**src/rtl/axis_out_packer_if.sv**
```systemverilog
// AXI4-Stream master bundle for the output packer: data, byte keep/strobe, last.
// The packer drives the master side; the downstream consumer owns TREADY.
interface axis_out_packer_if #(
  parameter int DATA_W = 32
);
  logic                  M_AXIS_TREADY;
  logic                  M_AXIS_TVALID;
  logic [DATA_W-1:0]     M_AXIS_TDATA;
  logic [DATA_W/8-1:0]   M_AXIS_TKEEP;
  logic [DATA_W/8-1:0]   M_AXIS_TSTRB;
  logic                  M_AXIS_TLAST;

  modport master (
    input  M_AXIS_TREADY,
    output M_AXIS_TVALID, M_AXIS_TDATA, M_AXIS_TKEEP, M_AXIS_TSTRB, M_AXIS_TLAST
  );

  modport slave (
    output M_AXIS_TREADY,
    input  M_AXIS_TVALID, M_AXIS_TDATA, M_AXIS_TKEEP, M_AXIS_TSTRB, M_AXIS_TLAST
  );
endinterface

```
**src/rtl/axis_out_packer.sv**
```systemverilog
// Packs IN_WIDTH-bit beats LSB-first into words, queues them and streams them out; first word valid 1 cycle after its push.
// TREADY low fills the FIFO, then in_ready drops; beats offered while not ready are dropped and flag overflow_err.
module axis_out_packer #(
  parameter int IN_WIDTH             = 1,
  parameter int C_M_AXIS_TDATA_WIDTH = 32,
  parameter int FIFO_DEPTH           = 4
) (
  input  logic                clk,
  input  logic                rst_n,
  input  logic                layer_finish,
  input  logic                in_valid,
  input  logic [IN_WIDTH-1:0] in_data,
  output logic                in_ready,
  output logic                overflow_err,
  axis_out_packer_if.master   m_axis
);
  localparam int W     = C_M_AXIS_TDATA_WIDTH;
  localparam int KW    = W / 8;
  localparam int BPW   = W / IN_WIDTH;
  localparam int PTR_W = (BPW > 1) ? $clog2(BPW) : 1;
  localparam int AW    = $clog2(FIFO_DEPTH);
  localparam logic [PTR_W-1:0] LAST_PTR = PTR_W'(BPW - 1);

  typedef enum logic [0:0] {RUN, FLUSH_PEND} state_t;

  state_t           r_state, w_state_nxt;
  logic [W-1:0]     r_acc, w_acc_nxt, w_acc_merged;
  logic [PTR_W-1:0] r_ptr, w_ptr_nxt;
  logic             r_dirty, w_dirty_nxt;
  logic             r_ovf;

  logic [W-1:0]     r_fifo_dat  [FIFO_DEPTH];
  logic [KW-1:0]    r_fifo_keep [FIFO_DEPTH];
  logic             r_fifo_last [FIFO_DEPTH];
  logic [AW:0]      r_wr_ptr, r_rd_ptr;

  logic             w_fifo_empty, w_fifo_full, w_pop;
  logic             w_accept, w_complete, w_has_data;
  int               w_fill_bits;
  logic [KW-1:0]    w_part_keep;
  logic             w_push, w_push_last;
  logic [W-1:0]     w_push_dat;
  logic [KW-1:0]    w_push_keep;

  assign w_fifo_empty = (r_wr_ptr == r_rd_ptr);
  assign w_fifo_full  = (r_wr_ptr[AW] != r_rd_ptr[AW]) &&
                        (r_wr_ptr[AW-1:0] == r_rd_ptr[AW-1:0]);
  assign w_pop        = !w_fifo_empty && m_axis.M_AXIS_TREADY;

  assign in_ready     = (r_state == RUN) && !w_fifo_full;
  assign overflow_err = r_ovf;
  assign w_accept     = in_valid && in_ready;
  assign w_complete   = w_accept && (r_ptr == LAST_PTR);

  // Head is gated by empty so stale or uninitialised entries never reach the bus.
  assign m_axis.M_AXIS_TVALID = !w_fifo_empty;
  assign m_axis.M_AXIS_TDATA  = w_fifo_empty ? '0 : r_fifo_dat[r_rd_ptr[AW-1:0]];
  assign m_axis.M_AXIS_TKEEP  = w_fifo_empty ? '0 : r_fifo_keep[r_rd_ptr[AW-1:0]];
  assign m_axis.M_AXIS_TSTRB  = m_axis.M_AXIS_TKEEP;
  assign m_axis.M_AXIS_TLAST  = w_fifo_empty ? 1'b0 : r_fifo_last[r_rd_ptr[AW-1:0]];

  always_comb begin
    w_acc_merged = r_acc;
    if (w_accept) begin
      w_acc_merged[r_ptr*IN_WIDTH +: IN_WIDTH] = in_data;
    end
    w_fill_bits = (int'(r_ptr) + (w_accept ? 1 : 0)) * IN_WIDTH;
    w_has_data  = (w_fill_bits != 0);
    w_part_keep = '0;
    for (int b = 0; b < KW; b++) begin
      w_part_keep[b] = ((b * 8) < w_fill_bits);
    end
  end

  always_comb begin
    w_state_nxt = r_state;
    w_acc_nxt   = r_acc;
    w_ptr_nxt   = r_ptr;
    w_dirty_nxt = r_dirty;
    w_push      = 1'b0;
    w_push_dat  = '0;
    w_push_keep = '0;
    w_push_last = 1'b0;
    case (r_state)
      RUN: begin
        if (w_accept) begin
          w_acc_nxt = w_acc_merged;
          w_ptr_nxt = r_ptr + 1'b1;
        end
        if (w_complete) begin
          w_push      = 1'b1;
          w_push_dat  = w_acc_merged;
          w_push_keep = '1;
          w_push_last = layer_finish;
          w_acc_nxt   = '0;
          w_ptr_nxt   = '0;
        end else if (layer_finish && (w_has_data || r_dirty)) begin
          if (!w_fifo_full) begin
            w_push      = 1'b1;
            w_push_dat  = w_acc_merged;
            w_push_keep = w_part_keep;
            w_push_last = 1'b1;
            w_acc_nxt   = '0;
            w_ptr_nxt   = '0;
          end else begin
            w_state_nxt = FLUSH_PEND;
          end
        end
      end
      FLUSH_PEND: begin
        // No beats are accepted here, so acc/ptr still describe the pending flush.
        if (!w_fifo_full) begin
          w_push      = 1'b1;
          w_push_dat  = r_acc;
          w_push_keep = w_part_keep;
          w_push_last = 1'b1;
          w_acc_nxt   = '0;
          w_ptr_nxt   = '0;
          w_state_nxt = RUN;
        end
      end
      default: w_state_nxt = RUN;
    endcase
    if (w_push) begin
      w_dirty_nxt = !w_push_last;
    end
  end

  always_ff @(posedge clk or negedge rst_n) begin
    if (!rst_n) begin
      r_state  <= RUN;
      r_acc    <= '0;
      r_ptr    <= '0;
      r_dirty  <= 1'b0;
      r_ovf    <= 1'b0;
      r_wr_ptr <= '0;
      r_rd_ptr <= '0;
    end else begin
      r_state <= w_state_nxt;
      r_acc   <= w_acc_nxt;
      r_ptr   <= w_ptr_nxt;
      r_dirty <= w_dirty_nxt;
      if (in_valid && !in_ready) begin
        r_ovf <= 1'b1;
      end
      if (w_push) begin
        r_wr_ptr <= r_wr_ptr + 1'b1;
      end
      if (w_pop) begin
        r_rd_ptr <= r_rd_ptr + 1'b1;
      end
    end
  end

  always_ff @(posedge clk) begin
    if (w_push) begin
      r_fifo_dat[r_wr_ptr[AW-1:0]]  <= w_push_dat;
      r_fifo_keep[r_wr_ptr[AW-1:0]] <= w_push_keep;
      r_fifo_last[r_wr_ptr[AW-1:0]] <= w_push_last;
    end
  end
endmodule

```
**src/flat_wrapper.sv**
```systemverilog
// flat-port wrapper written by rule: the top's interface ports become plain ports
module axis_out_packer_flat 
#(
  parameter int IN_WIDTH             = 1,
  parameter int C_M_AXIS_TDATA_WIDTH = 32,
  parameter int FIFO_DEPTH           = 4
)
  (clk, rst_n, layer_finish, in_valid, in_data, in_ready, overflow_err, m_axis_M_AXIS_TREADY, m_axis_M_AXIS_TVALID, m_axis_M_AXIS_TDATA, m_axis_M_AXIS_TKEEP, m_axis_M_AXIS_TSTRB, m_axis_M_AXIS_TLAST);
  axis_out_packer_if #(.DATA_W(32)) m_axis_i ();
  input  logic clk;
  input  logic rst_n;
  input  logic layer_finish;
  input  logic in_valid;
  input  logic [IN_WIDTH-1:0] in_data;
  output logic in_ready;
  output logic overflow_err;
  input wire logic [$bits(m_axis_i.M_AXIS_TREADY)-1:0] m_axis_M_AXIS_TREADY;
  output wire logic [$bits(m_axis_i.M_AXIS_TVALID)-1:0] m_axis_M_AXIS_TVALID;
  output wire logic [$bits(m_axis_i.M_AXIS_TDATA)-1:0] m_axis_M_AXIS_TDATA;
  output wire logic [$bits(m_axis_i.M_AXIS_TKEEP)-1:0] m_axis_M_AXIS_TKEEP;
  output wire logic [$bits(m_axis_i.M_AXIS_TSTRB)-1:0] m_axis_M_AXIS_TSTRB;
  output wire logic [$bits(m_axis_i.M_AXIS_TLAST)-1:0] m_axis_M_AXIS_TLAST;
  assign m_axis_i.M_AXIS_TREADY = m_axis_M_AXIS_TREADY;
  assign m_axis_M_AXIS_TVALID = m_axis_i.M_AXIS_TVALID;
  assign m_axis_M_AXIS_TDATA = m_axis_i.M_AXIS_TDATA;
  assign m_axis_M_AXIS_TKEEP = m_axis_i.M_AXIS_TKEEP;
  assign m_axis_M_AXIS_TSTRB = m_axis_i.M_AXIS_TSTRB;
  assign m_axis_M_AXIS_TLAST = m_axis_i.M_AXIS_TLAST;
  axis_out_packer #(.IN_WIDTH(IN_WIDTH), .C_M_AXIS_TDATA_WIDTH(C_M_AXIS_TDATA_WIDTH), .FIFO_DEPTH(FIFO_DEPTH)) u_core (.clk(clk), .rst_n(rst_n), .layer_finish(layer_finish), .in_valid(in_valid), .in_data(in_data), .in_ready(in_ready), .overflow_err(overflow_err), .m_axis(m_axis_i));
endmodule
```
**config.mk**
```make
export PLATFORM = sky130hd
export DESIGN_NAME = axis_out_packer_flat
export DESIGN_NICKNAME = d
export VERILOG_FILES = /design/src/rtl/axis_out_packer_if.sv /design/src/rtl/axis_out_packer.sv /design/src/flat_wrapper.sv
export SDC_FILE = /design/constraint.sdc
export NUM_CORES = 1
export LEC_CHECK = 0
export CAP_MARGIN = 20
export CORE_MARGIN = 1.5
export CORE_UTILIZATION = 56
export DETAILED_ROUTE_END_ITERATION = 16
export PLACE_DENSITY = 0.83
export SYNTH_ARGS = -nofsm -noshare
export SYNTH_HDL_FRONTEND = slang
export SYNTH_SLANG_ARGS = --single-unit
export TNS_END_PERCENT = 5
```
**constraint.sdc**
```tcl
create_clock -name clk -period 6.9 [get_ports clk]
set_input_delay 1.38 -clock clk [delete_from_list [all_inputs] [get_ports clk]]
set_output_delay 1.38 -clock clk [all_outputs]
set_load 0.01 [all_outputs]
```
# Word-level counts from Yosys, hierarchy flattened
# Memories as Yosys holds them, arrays and structs flattened.
# Index checks and enable logic that the tools add are counted.
[totals] register_bits=46 ramBits=148 in_bits=6 wordCells=79 mem_count=3
[classes] addsub=5 order_cmp=4 n_eq_ne=5 shifts=2 muxes=39 bitwise_logic=1 reduce_logical=13
[mem_list] name="u_core.r_fifo_dat" words=4 width=32 rd=1 rd_ports_with_merged_regs=0 write_ports=1 line_no="axis_out_packer.sv:32" source="logic [W-1:0] r_fifo_dat [FIFO_DEPTH];"
[mem_list] name="u_core.r_fifo_keep" words=4 width=4 rd=1 rd_ports_with_merged_regs=0 write_ports=1 line_no="axis_out_packer.sv:33" source="logic [KW-1:0] r_fifo_keep [FIFO_DEPTH];"
[mem_list] name="u_core.r_fifo_last" words=4 width=1 rd=1 rd_ports_with_merged_regs=0 write_ports=1 line_no="axis_out_packer.sv:34" source="logic r_fifo_last [FIFO_DEPTH];"
[op_table] op="32-bit 2-to-1 mux" count=11
[op_table] op="32-bit one-hot mux with 2 select lines" count=2
[op_table] op="6-bit by 32-bit < comparator with 1-bit output (first input constant)" count=2
[op_table] op="5-bit negation with 34-bit output" count=1
[op_table] op="1-bit by 34-bit variable shift with 32-bit output (first input constant)" count=1
[op_table] op="1-bit by 34-bit indexed part select with 32-bit output" count=1
[op_table] op="6-bit by 32-bit adder with 32-bit output" count=1
[op_table] op="32-bit bitwise mux" count=1
[op_table] op="1-bit by 32-bit < comparator with 1-bit output (first input constant)" count=1
[op_table] op="5-bit by 32-bit < comparator with 1-bit output (first input constant)" count=1
[op_table] op="32-bit nonzero test" count=1
[op_table] op="5-bit 2-to-1 mux" count=5
[op_table] op="4-bit 2-to-1 mux" count=4
[op_table] op="1-bit 2-to-1 mux" count=11
[op_table] op="5-bit one-hot mux with 2 select lines" count=1
[op_table] op="4-bit one-hot mux with 2 select lines" count=1
[op_table] op="1-bit logical AND" count=7
[op_table] op="3-bit by 1-bit adder with 3-bit output (second input constant)" count=2
[op_table] op="1-bit one-hot mux with 2 select lines" count=3
[op_table] op="5-bit by 1-bit adder with 5-bit output (second input constant)" count=1
[op_table] op="5-bit == test (second input constant)" count=1
[op_table] op="1-bit zero test" count=4
[op_table] op="3-bit == test" count=1
[op_table] op="2-bit == test" count=1
[op_table] op="other kinds (4)" count=4

# Logic depth before layout (Yosys ltp)
[depth] word_depth=15 depth_mapped=12

# Least setup slack after synthesis
# Ideal clock, no wire load.
[synth_timing] path_kind="input port to flip-flop" start="input port in_valid" end="memory u_core.r_fifo_dat[3][0] (netlist name), enable pin" setup_time_ns=0.457 arrival_time_ns=5.507 required_ns=6.443 path_slack_ns=0.936 stages=10 n_path_buf=2 cell_sequence="nand2b_1 > a31oi_1 > buf_2 > ha_1 > ha_1 > and3_1 > mux2_2 > a41o_1 > buf_2 > a31oi_1"
[synth_between] elab_chain_cells=11 word_cells_on_any_way=12 cone_classes="add/sub: 1; mux: 6; reduce/logical: 5"
[synth_lines] item="start: declaration" line_no="flat_wrapper.sv:13" source="input logic in_valid;"
[synth_lines] item="1-bit logical AND (*)" line_no="axis_out_packer.sv:52" source="assign w_accept = in_valid && in_ready;"
[synth_lines] item="1-bit 2-to-1 mux" line_no="axis_out_packer.sv:67" source="w_fill_bits = (int'(r_ptr) + (w_accept ? 1 : 0)) * IN_WIDTH;"
[synth_lines] item="6-bit by 32-bit adder with 32-bit output" line_no="axis_out_packer.sv:67"
[synth_lines] item="32-bit nonzero test" line_no="axis_out_packer.sv:68" source="w_has_data = (w_fill_bits != 0);"
[synth_lines] item="1-bit logical OR" line_no="axis_out_packer.sv:97" source="end else if (layer_finish && (w_has_data || r_dirty)) begin"
[synth_lines] item="1-bit logical AND" line_no="axis_out_packer.sv:97"
[synth_lines] item="1-bit 2-to-1 mux" line_no="axis_out_packer.sv:97"
[synth_lines] item="1-bit 2-to-1 mux (*)" line_no="axis_out_packer.sv:90" source="if (w_complete) begin"
[synth_lines] item="1-bit one-hot mux with 2 select lines (*)" line_no="axis_out_packer.sv:84" source="case (r_state)"
[synth_lines] item="1-bit 2-to-1 mux (*)" line_no="axis_out_packer.sv:156" source="if (w_push) begin"
[synth_lines] item="1-bit 2-to-1 mux (not written as such) (*)" line_no="axis_out_packer.sv:157" source="r_fifo_dat[r_wr_ptr[AW-1:0]] <= w_push_dat;"
[synth_lines] item="end: declaration" line_no="axis_out_packer.sv:32"
# Mark *: on every way between the ends. The rest lies on a longest branch, timed or not.

# Final worst setup path
[layout_timing] start="input port in_valid" end="memory u_core.r_fifo_dat[2][30] (netlist name), enable pin"
# The elaborated chain is that of the path after synthesis.

==> metrics.yaml <==
switching_power_mw: 2.01
fin_area_sq_um: 10500
grt_max_degree: 47
worstMarginPinSlew_ns: 1.20
via_count: 6314
crit_type: "primary input to flop"
critPathCaptureType: "flop"
power_density_nw_per_um2: 505
setup_ws_ns: 1.55
cts_resized: 0
place_area_sq_um: 9820
drv_cap: 0
gp_congestion: 0.906
critPathMostFrequentCell: "buf_4"
drive_above_1_share_pct: 14.0
htree_num_levels: 4
synth_top_area_share_pct: 48.5
synthToLayoutAreaGrowth_pct: 14.1
path_buf_inv: 4
ioPinCount: 50
drtAntennaViolNets: 0
antenna_found_initial: 0
synth_compound_area_share_pct: 10.4
cts_tree: "built"
critPathMaxStageDelay_ns: 0.56
peakVddDrop_v: 0.000238
core.rowCount: 46
layout.nets: 735
synth-seq-cells: 194
seq_power_share_pct: 32.7
grt_pass1_vias: 6214
clk_path_buf_depth: 2
synth_seq_area_share_pct: 61.0
initial_core_util_pct: 57.5
cts-root-buf: "clkbuf_16"
final.setup.tns_ns: 0
hold_class: "flop to flop"
port-buffer-count: 49
drt_iter0_drc: 907
track_usage_pct: 26.3
fmax_ghz: 0.187
maxSlewHeadroom_pct: 19.5
crit_chain: "clkdlybuf4s50_1, nand2b_1, a31oi_1, buf_4, ha_1, ha_1, and3_1, mux2_2, a41o_1, a31oi_4, buf_4, and2_1, buf_4"
synth_warnings: 0
diodes: 0
synth_common_cells: "edfxtp_1 (148), and2_1 (50), dfrtp_1 (46)"
synthAdderAreaFrac_pct: 1.50
synth_top_family_by_area: "simple AND/OR/NAND/NOR gates"
finalSetupViolations: 0
netlist_area_sq_um: 9170
clkPwrFrac_pct: 19.3
drt_wl_total_um: 21300
grt_pass1_wl_um: 33100
drv_slew: 0
ys.flop_type: "edfxtp_1"
status: "completed"
power_frac_comb_pct: 48.0
synthesis.nets: 703
crit_family: "buffers and inverters"
syn_inst: 686
yosysUniqueCellTypes: 60
p_leak_nw: 3.55
synth_simple_gate_area_share_pct: 11.9
hold_viol: 0
switching_share_pct: 38.1
clk_latency_ns: 0.44
dr.pass1.iters: 8
dieArea_sq_um: 17100
fin_crit_sh_pct: 77.6
synth_largest_area_cell: "edfxtp_1"
cp.required_ns: 6.98
cp.arrival_ns: 5.43
vias_per_cell: 6.67
synth-xor-area-share_pct: 0.955
async_reset_ff_share_pct: 23.7
coreArea_sq_um: 15900
synth_area_leaders: "edfxtp_1 (48%), dfrtp_1 (13%), mux4_2 (9.1%)"
overflow: 0
slowest_stage: "clkdlybuf4s50_1"
syn_area_per_cell_sq_um: 13.4
synth.mux.area_fraction_pct: 9.89
wire_per_inst_um: 22.4
rsz0062_at_grt: "no"
cts_buffers: 17
die_y_um: 131
yosysMostFrequentCell: "edfxtp_1"
dpl_worst_slack_ns: 1.23
cts_hold_buffers: 0
clk_pin_slew_ns: 0.07
path_max_fanout: 37
startpoint_type: "primary input"
die_w_um: 131
drcViolationCount: 0
cts.sinks: 194
fill_cells: 1098
intPower_mw: 3.27
fin_crit_ns: 5.35
post-cts-setup-buffer-count: 0
clock_skew_ns: 0.00861
dp.final_hpwl_um: 13300
holdWs_ns: 0.486
synth_edf_count: 148
==> cells by family (layout without fill, tap and decap cells) <==
| kind of cell | Yosys count | after routing |
|---|---|---|
| simple gates | 201 | 201 |
| buf+inv | 90 | 135 |
| flops | 194 | 194 |
| compound gates | 136 | 136 |
| fa+ha+maj | 11 | 11 |
| mux | 44 | 44 |
| xor+xnor | 10 | 10 |
==> per-layer routing <==
| metal | wire length [um] | vias to the layer above | track usage, % |
|---|---|---|---|
| li1 | - | 2714 | - |
| met1 | 8300 | 3112 | 34.4 |
| met2 | 10200 | 417 | 41.8 |
| met3 | 2020 | 71 | 6.64 |
| met4 | 770 | 0 | 12.5 |
| met5 | 0 | - | 0 |
==> through the flow <==
stage          power (mW)  utilization, %  std cells
3_3_place_gp         4.16            61.6        914
5_1_grt              5.53            65.6        947
4_1_cts              5.27            65.5        946
6_report             5.28            65.6        947
2_1_floorplan        3.32               -        686
3_5_place_dp         4.25            61.6        914
==> final cells by class <==
class                           count  area (sq um)  share of cell area (%)
Clock inverter                     15           195                    1.87
Multi-Input combinational cell    402          3200                    30.6
Sequential cell                   194          5600                    53.5
Tap cell                          216           270                    2.58
Timing Repair Buffer               64           623                    5.96
Clock buffer                       17           425                    4.07
Inverter                           39           146                    1.40
==> cell usage in the layout, fill, tap and decap left out, types with 3 or more instances in the layout <==
cell | Yosys | routed
nand4_1 | 24 | 24
nor3_1 | 3 | 3
xnor2_1 | 8 | 8
and2_1 | 50 | 50
nand3_1 | 33 | 33
clkinv_4 | 0 | 3
nand2_1 | 42 | 42
mux2_2 | 3 | 3
inv_8 | 0 | 4
mux2i_1 | 4 | 4
clkbuf_16 | 0 | 17
edfxtp_1 | 148 | 148
mux4_2 | 37 | 37
ha_1 | 11 | 11
a31oi_1 | 30 | 29
a41oi_1 | 3 | 3
buf_4 | 7 | 13
o22ai_1 | 28 | 28
o32ai_1 | 16 | 16
dfrtp_1 | 46 | 45
nor2_1 | 18 | 17
clkdlybuf4s50_1 | 0 | 48
nand2b_1 | 10 | 10
inv_1 | 39 | 39
a31o_2 | 3 | 3
and3_1 | 6 | 6
o21ai_0 | 12 | 11
o211ai_1 | 4 | 4
a21oi_1 | 19 | 19
inv_6 | 0 | 3
==> power groups by stage <==
| stage | Sequential [mW] | Clock (mW) | Combinational (mW) |
|---|---|---|---|
| 5_1_grt | 1.75 | 1.07 | 2.71 |
| 6_report | 1.72 | 1.02 | 2.54 |
| 2_1_floorplan | 1.69 | 0 | 1.63 |
| 3_5_place_dp | 1.74 | 0 | 2.51 |
| 4_1_cts | 1.72 | 1.03 | 2.53 |
| 3_3_place_gp | 1.72 | 0 | 2.45 |
==> registers in the layout (all words and copies together), names as in the netlist <==
register / cells
u_core.r_fifo_keep: 16
u_core.r_state: 1
u_core.r_ptr: 5
u_core.r_wr_ptr: 3
u_core.r_acc: 32
u_core.r_fifo_dat: 128
u_core.r_dirty: 1
u_core.r_fifo_last: 4
u_core.r_rd_ptr: 3
u_core.overflow_err: 1
==> path summary, 6_finish.rpt <==
kind                                startpoint                       end  slack (ns)  depth (start not counted)
min in group asynchronous                rst_n           u_core.r_ptr[0]        0.85                          1
max reg2reg                 u_core.r_wr_ptr[0]  u_core.r_fifo_dat[2][30]        2.21                         12
max                                   in_valid  u_core.r_fifo_dat[2][30]        1.55                         13
max in group asynchronous                rst_n          u_core.r_acc[23]        5.54                          2
min                        u_core.overflow_err       u_core.overflow_err        0.49                          1
min reg2reg                u_core.overflow_err       u_core.overflow_err        0.49                          1
Power figures use the tool's default switching activity.
